File: config.mk
export PLATFORM = sky130hd
export DESIGN_NAME = word_bit_serializer
export DESIGN_NICKNAME = d
export VERILOG_FILES = /design/src/rtl/serializer_pkg.sv /design/src/rtl/ser_hold_buf.sv /design/src/rtl/word_bit_serializer.sv
export SDC_FILE = /design/constraint.sdc
export NUM_CORES = 1
export LEC_CHECK = 0
export CORE_MARGIN = 5
export CORE_UTILIZATION = 49
export CTS_BUF_LIST = sky130_fd_sc_hd__clkbuf_4
export CTS_CLUSTER_SIZE = 30
export DETAILED_ROUTE_END_ITERATION = 10
export PLACE_DENSITY_LB_ADDON = 0.25
export RECOVER_POWER = 50
export SETUP_SLACK_MARGIN = 0.2
export SYNTH_ARGS = -nofsm -noshare
export SYNTH_HDL_FRONTEND = slang
export SYNTH_SLANG_ARGS = --single-unit
File: constraint.sdc
create_clock -name clk -period 1.75 [get_ports clk]
set_input_delay 0.2625 -clock clk [delete_from_list [all_inputs] [get_ports clk]]
set_output_delay 0.2625 -clock clk [all_outputs]
set_load 0.1 [all_outputs]
File: src/rtl/serializer_pkg.sv
// Shared types and helpers for word_bit_serializer and its hold buffer.
package serializer_pkg;

  typedef enum logic {SER_IDLE, SER_SHIFT} ser_state_t;

  function automatic int unsigned ser_cnt_w(input int unsigned width);
    return (width < 2) ? 1 : $clog2(width);
  endfunction

endpackage

File: src/rtl/ser_hold_buf.sv
// One-entry valid/ready holding register used as the serializer's skid slot.
module ser_hold_buf #(
  parameter int unsigned WIDTH = 8
) (
  input  logic             clk,
  input  logic             rst,
  input  logic [WIDTH-1:0] in_data,
  input  logic             in_valid,
  output logic             in_ready,
  output logic [WIDTH-1:0] out_data,
  output logic             out_valid,
  input  logic             out_ready
);

  logic             full;
  logic [WIDTH-1:0] data;

  always_ff @(posedge clk) begin
    if (rst) begin
      full <= 1'b0;
      data <= '0;
    end else if (in_valid && !full) begin
      full <= 1'b1;
      data <= in_data;
    end else if (out_ready) begin
      full <= 1'b0;
    end
  end

  always_comb begin
    in_ready  = !full;
    out_valid = full;
    out_data  = data;
  end

endmodule

File: src/rtl/word_bit_serializer.sv
// Parallel-to-serial stage: WIDTH-bit words in on valid/ready, one bit per clock out.
// Define SERIALIZER_SKID_EN to add a one-entry hold buffer for gap-free back-to-back words.
module word_bit_serializer
  import serializer_pkg::*;
#(
  parameter int unsigned WIDTH     = 8,
  parameter bit          MSB_FIRST = 1'b1
) (
  input  logic             clk,
  input  logic             rst,
  input  logic [WIDTH-1:0] in_data,
  input  logic             in_valid,
  output logic             in_ready,
  output logic             bit_out,
  output logic             bit_valid,
  output logic             bit_last,
  output logic             idle
);

  localparam int unsigned    CW       = ser_cnt_w(WIDTH);
  localparam logic [CW-1:0]  CNT_LAST = CW'(WIDTH - 1);

  ser_state_t       state;
  logic [WIDTH-1:0] shreg;
  logic [WIDTH-1:0] sh_next;
  logic [WIDTH-1:0] load_word;
  logic [CW-1:0]    cnt;
  logic [CW-1:0]    cnt_inc;
  logic             accept;
  logic             load_en;

  function automatic logic lead_bit(input logic [WIDTH-1:0] w);
    return MSB_FIRST ? w[WIDTH-1] : w[0];
  endfunction

  always_comb begin
    sh_next = MSB_FIRST ? {shreg[WIDTH-2:0], 1'b0} : {1'b0, shreg[WIDTH-1:1]};
    cnt_inc = cnt + CW'(1);
    accept  = in_valid && in_ready;
  end

`ifdef SERIALIZER_SKID_EN
  logic             load_slot;
  logic             hold_full;
  logic             hold_pop;
  logic             buf_ready;
  logic [WIDTH-1:0] held_data;

  // A load slot is idle or the last-bit cycle; a held word wins it, otherwise
  // an incoming word bypasses the buffer straight into the shifter.
  always_comb begin
    load_slot = (state == SER_IDLE) || (cnt == CNT_LAST);
    hold_pop  = load_slot && hold_full;
    load_en   = load_slot && (hold_full || accept);
    load_word = hold_full ? held_data : in_data;
    in_ready  = !rst && buf_ready;
    idle      = (state == SER_IDLE) && !hold_full;
  end

  ser_hold_buf #(.WIDTH(WIDTH)) u_hold (
    .clk       (clk),
    .rst       (rst),
    .in_data   (in_data),
    .in_valid  (in_valid && !load_slot),
    .in_ready  (buf_ready),
    .out_data  (held_data),
    .out_valid (hold_full),
    .out_ready (hold_pop)
  );
`else
  always_comb begin
    in_ready  = !rst && (state == SER_IDLE);
    load_en   = accept;
    load_word = in_data;
    idle      = (state == SER_IDLE);
  end
`endif

  // Output registers always show bit number cnt of the word in the shifter.
  always_ff @(posedge clk) begin
    if (rst) begin
      state     <= SER_IDLE;
      shreg     <= '0;
      cnt       <= '0;
      bit_out   <= 1'b0;
      bit_valid <= 1'b0;
      bit_last  <= 1'b0;
    end else if (load_en) begin
      state     <= SER_SHIFT;
      shreg     <= load_word;
      cnt       <= '0;
      bit_out   <= lead_bit(load_word);
      bit_valid <= 1'b1;
      bit_last  <= 1'b0;
    end else if (state == SER_SHIFT) begin
      if (cnt == CNT_LAST) begin
        state     <= SER_IDLE;
        bit_out   <= 1'b0;
        bit_valid <= 1'b0;
        bit_last  <= 1'b0;
      end else begin
        shreg    <= sh_next;
        cnt      <= cnt_inc;
        bit_out  <= lead_bit(sh_next);
        bit_last <= (cnt_inc == CNT_LAST);
      end
    end
  end

endmodule
==> out/results.txt, run 1 <==
Outcome = complete, no violations
Vias in the first global route = 543
Max stage delay on crit path = 0.33 ns
N_diodes = 0
NetSw = 0.209 mW
CP Capture Point = shreg[2]
Main combinational cell family by area after synthesis = simple AND/OR/NAND/NOR gates
Core Rows = 13
RSZ-0062 raised after global routing = false
Final WL = 1.40 mm
LEAKAGE = 0.376 nW
Syn Nets = 87
Sequential Power Share = 50.8%
Initial Utilization = 51.4%
Setup Slack @ Placement = 0.172 ns
Iteration-0 DRC Markers = 4
Area taken by multi-input logic gates = 362 µm²
Adder-cell share of the synthesized area = 7.48%
Actual slew at the worst max-slew pin = 0.542 ns
Crit-path max FO = 6
Setup slack, reg-to-reg = 0.22 ns
WP buf/inv = 0
Tot Pwr = 0.693 mW
Comb power frac = 23.2%
Post-CTS Setup Bufs = 0
DP Wirelength = 999 µm
Input/output buffers = 15
H-tree levels = 1
Crit path required time = 1.94 ns
Post-synthesis instance area = 669 µm²
Finished Cell Area = 868 µm²
DP Area = 882 µm²
Max Cap Viol = 0
Synth Area in Compound Gates = 16.3%
Area grow syn2layout = 29.7%
Post-Synth Simple-Gate Area = 18.1%
Post-Syn Instances = 72
Max-slew violations = 0
Vias/cell = 5.40
Post-synthesis mux area share = 10.5%
Crit-path cells = ha_1, ha_1, or2b_4, mux2i_1, a211oi_1
Critical path origin = cnt[0]
Reg clk slew, reported paths = 0.08 ns
Hold Buf Count CTS = 0
Die area = 2210 µm²
Synth Register Bits = 14
Clock skew = 0.000828 ns
Routed via count = 562
Kind of critical path = reg2reg
Reg2Reg Depth = 5
Critical path's top delay family = adder cells
Final period util = 87.4%
Global-route wire length before repair = 2.22 mm
DRC = 0
CP Launch Type = register
Synth Warn # = 0
Avg Cell Area, Syn = 9.30 µm²
Fmax = 654 MHz
Latest clock arrival within the worst-skew pair = 0.28 ns
Clock buffer depth = 2
All-Layer GR Usage = 14.6%
Final TNS setup = 0 ns
Critical Path AT = 1.72 ns
Clock Sinks = 14
Number of top-level pins = 16
Unique masters post-synth = 22
CTS tree = done
CP Capture Type = register
VDD IR max = 407 µV
Final Setup Violations = 0
Net Sw Frac = 30.1%
Final setup margin = 0.221 ns
Fillers = 115
Die Span X = 47.0 µm
Initial antenna violation count = 0
Worst path slowest cell = dfxtp_1
Power per Cell Area = 799 nW/µm²
Internal = 0.485 mW
Routed Antenna Nets = 0
Initial DRT Pass Iterations = 2
Worst Hold Class = reg2reg
Slew headroom = 64.0%
Largest net degree at the start of global routing = 13
Chip height = 47.0 µm
Worst R2R End = shreg[2]
Drt wl/cell = 13.4 µm
GR Overflow Total = 0
Hold Violations, Final = 0
RR Startpoint = cnt[0]
Post-synthesis sequential area ratio = 41.9%
Nets@finish = 106
Flip-flop and latch area = 280 µm²
Share of cells above drive strength 1 = 16.9%
Root Driver = clkbuf_4
Minimum clock period = 1.53 ns
Core Area = 1300 µm²
Synth Area in XOR/XNOR = 0%
TritonCTS Buffers = 3
Clk network pwr share = 26.0%
Most common cell on crit path = ha_1
Levels on crit path = 5
GPL Wtd Cong = 0.784
==> how the worst min path moves through the flow <==
stage	from	end	depth (start not counted)
floorplan	rst	shreg[1]	1
global placement	shreg[0]	shreg[0]	2
detailed placement	shreg[0]	shreg[0]	2
CTS	shreg[0]	shreg[0]	2
global route	shreg[0]	shreg[0]	2
finish	bit_last	bit_last	2
==> power by group through the flow <==
stage               registers [mW]  clock network, mW  logic (mW)
floorplan                    0.379                  0      0.0841
global placement             0.361                  0       0.168
detailed placement           0.362                  0       0.169
CTS                          0.354              0.182       0.172
global route                 0.355              0.202       0.171
finish                       0.352              0.180       0.161
==> worst min-delay path: cells and delay by family (launching register included) <==
family / cells / cell delay, ns
flops: 1 / 0.32
simple gates: 1 / 0.07
compound gates: 1 / 0.05
==> cells in the mapped netlist <==
cell,instances,area share (%)
inv_1,2,1.1
o21ai_0,5,3.7
ha_1,4,7.5
and2_1,2,1.9
nor2b_1,1,0.94
dfxtp_1,14,42
nor2_1,9,5.0
nor3_1,1,0.75
or3b_4,1,1.7
nand2_1,3,1.7
mux2i_1,7,10
nand3_1,1,0.75
or2b_1,1,1.1
clkbuf_1,1,0.56
nand2b_1,2,1.9
a211oi_1,6,6.7
buf_2,1,0.75
a21oi_1,6,4.5
nand4b_1,1,1.3
buf_6,2,3.4
o22a_1,1,1.3
nand3b_1,1,1.1
==> layout make-up <==
class,count,area share [%]
Sequential cell,14,32.3
Timing Repair Buffer,18,20.5
Inverter,2,0.865
Clock buffer,3,2.59
Tap cell,15,2.16
Multi-Input combinational cell,52,41.6
==> stage by stage <==
stage	util, %	hold slack (ns)	cells
floorplan	-	0.335	72
global placement	67.8	0.468	101
detailed placement	67.8	0.483	101
CTS	69.8	0.495	104
global route	66.7	0.510	104
finish	66.7	0.482	104
==> flip-flops by register name, summed over array words and instances, names as in the netlist <==
register and flops:
state 1, shreg 7, bit_valid 1, cnt 3
bit_out 1, bit_last 1
==> logic make-up (layout without fill, tap and decap cells) <==
| group | after synthesis | after routing |
|---|---|---|
| mux | 7 | 7 |
| simple gates | 23 | 23 |
| fa+ha+maj | 4 | 4 |
| compound gates | 18 | 18 |
| flops | 14 | 14 |
| buf+inv | 6 | 23 |
==> cell usage in the layout (no fill, tap or decap), drive strengths merged, types with 3 or more instances in the layout <==
master and n:
a211oi 6, a21oi 6, buf 5, clkbuf 6
clkdlybuf4s50 10, dfxtp 14, ha 4, mux2i 7
nand2 3, nor2 9, o21ai 5
==> repair_timing <==
item / in CTS / in global routing
endpoints found under the setup margin: 6 / 6
resized for setup: 1 / 3
pin swaps: 0 / 3
==> routing by layer <==
metal  GRT usage (%)  up-vias  routed length (µm)
met5               0        -                   0
met4            8.29        0                  27
met3            3.83        4                 103
met2            23.6       13                 626
met1            17.4      257                 638
li1                -      288                   -
(Power assumes the default switching activity.)
==> inputs of run 2 (changes only) <==
- MAX_ROUTING_LAYER: unset -> met4
==> results of run 2 <==
No change in the layout: final DEF, timing and power equal those of run 1.
Among the figures that moved: final weighted congestion in routability-driven placement 0.784 -> 0.795; overall routing resource usage 14.6% -> 15.1%; met1 usage 17.4% -> 17.6%; met3 usage 3.83% -> 3.45%
==> inputs of run 3 (changes only) <==
- HOLD_SLACK_MARGIN: unset -> 0.15
- PLACE_DENSITY: unset -> 0.81
- PLACE_DENSITY_LB_ADDON: 0.25 -> unset
==> run 3 against run 2 <==
First-iteration DRC count shrank 100%. Non-clock buffer count is the same. Critical path depth is the same. Register-to-register slack gained 0.03 ns. Worst setup slack improved by 0.028 ns. Largest cell class unchanged. Critical endpoint unchanged. Sequential cell count unchanged. Critical path type unchanged. Global-route usage is 1.3 points lower.
==> out/results.txt, run 3 (synthesized netlist as in run 1, its figures left out) <==
Outcome = complete, no violations
Fmax = 666 MHz
CP Capture Type = register
Worst R2R End = shreg[2]
Initial antenna violation count = 0
Tot Pwr = 0.686 mW
Routed Antenna Nets = 0
Worst Hold Class = reg2reg
RSZ-0062 raised after global routing = false
Actual slew at the worst max-slew pin = 0.541 ns
Nets@finish = 106
Worst hold stages = 2
Final TNS setup = 0 ns
H-tree levels = 1
Hold Buf Count CTS = 0
Crit path required time = 1.93 ns
Share of cells above drive strength 1 = 19.1%
Root Driver = clkbuf_4
Chip height = 47.0 µm
Crit-path max FO = 6
Vias in the first global route = 519
Vias/cell = 5.27
GPL Wtd Cong = 0.781
Max Cap Viol = 0
RR Startpoint = cnt[0]
CP Launch Type = register
Critical Path AT = 1.68 ns
Drt wl/cell = 13.1 µm
Initial DRT Pass Iterations = 1
VDD IR max = 496 µV
Clock buffer depth = 2
Die Span X = 47.0 µm
Slew headroom = 64.1%
Max-slew violations = 0
Latest clock arrival within the worst-skew pair = 0.26 ns
Iteration-0 DRC Markers = 0
Core Area = 1300 µm²
Routed via count = 548
Largest regs = shreg x7, cnt x3
Hold Violations, Final = 0
Input/output buffers = 15
Most frequent cells in the layout = 14 x dfxtp_1, 10 x clkdlybuf4s50_1, 8 x nor2_1, 7 x mux2i_1, 6 x a21oi_1
Reg2Reg Depth = 5
Final WL = 1.37 mm
Global-route wire length before repair = 2.13 mm
Max reg flops = 7
Hold Path Origin = bit_last
Initial Utilization = 51.4%
Largest net degree at the start of global routing = 13
Clock Sinks = 14
CTS tree = done
Final Setup Violations = 0
Hold Path End = bit_last
DRC = 0
Kind of critical path = reg2reg
All-Layer GR Usage = 13.8%
GR Overflow Total = 0
Minimum clock period = 1.50 ns
Final hold slack = 0.495 ns
Core Rows = 13
Commonest non-fill, non-tap cell in the layout = dfxtp_1
Area grow syn2layout = 31.2%
Power per Cell Area = 781 nW/µm²
Die area = 2210 µm²
Reg with most FFs = shreg
Reg clk slew, reported paths = 0.08 ns
Setup slack, reg-to-reg = 0.25 ns
DP Wirelength = 1.01 mm
TritonCTS Buffers = 3
Critical path origin = cnt[0]
Final period util = 85.8%
Clock skew = 0.00147 ns
LEAKAGE = 0.378 nW
Number of top-level pins = 16
N_diodes = 0
## run 3: cell types whose count changed in the layout (fill, tap and decap cells not counted)
cell,before,now
a211oi_1,5,3
a211oi_2,1,3
## run 3: where the power goes
| part | switching [mW] | leakage, nW | total [mW] | internal (mW) |
|---|---|---|---|---|
| logic | 0.0949 | 0.250 | 0.164 | 0.0689 |
| clock network | 0.0904 | 0.0138 | 0.170 | 0.0794 |
| registers | 0.0149 | 0.115 | 0.352 | 0.337 |
| total | 0.200 | 0.378 | 0.686 | 0.486 |
## run 3: area by class of cell
cell class	instances	area, µm²
Fill cell	97	423
Multi-Input combinational cell	52	372
Sequential cell	14	280
Timing Repair Buffer	18	178
Clock buffer	3	22.5
Tap cell	15	18.8
Inverter	2	7.51
## run 3: metal layers
layer | vias to the layer above | GRT usage, % | routed length (µm)
met3 | 2 | 3.45 | 73
met5 | - | - | 0
met2 | 12 | 22.0 | 640
met4 | 0 | 3.31 | 8
li1 | 289 | - | -
met1 | 245 | 17.4 | 643
## run 3: timing repair
action / in CTS / in global routing
pin swaps: 0 / 1
setup endpoints to repair: 6 / 6
setup buffers: 0 / 0
gates resized for setup: 1 / 5
endpoints found under the hold margin: 0 / 0
## run 3: critical path, stage by stage, from the launching register on
cell and delay [ns]:
dfxtp_1 0.33, ha_1 0.22, ha_1 0.21, or2b_4 0.30
mux2i_1 0.13, a211oi_1 0.23
## run 3: worst max-delay path by stage
stage	to	slack, ns	cells after the start
floorplan	in_ready	0.24	2
global placement	shreg[1]	0.19	4
detailed placement	shreg[3]	0.15	5
CTS	shreg[3]	0.22	5
global route	shreg[4]	0.16	5
finish	shreg[2]	0.25	5
## run 3: per-stage QoR
step                setup WS [ns]  cells  cell area (µm²)  utilization [%]
finish                      0.249    104              878             67.5
global route                0.161    104              878             67.5
CTS                         0.220    104              908             69.8
detailed placement          0.152    101              882             67.8
global placement            0.189    101              882             67.8
floorplan                   0.238     72              672                -
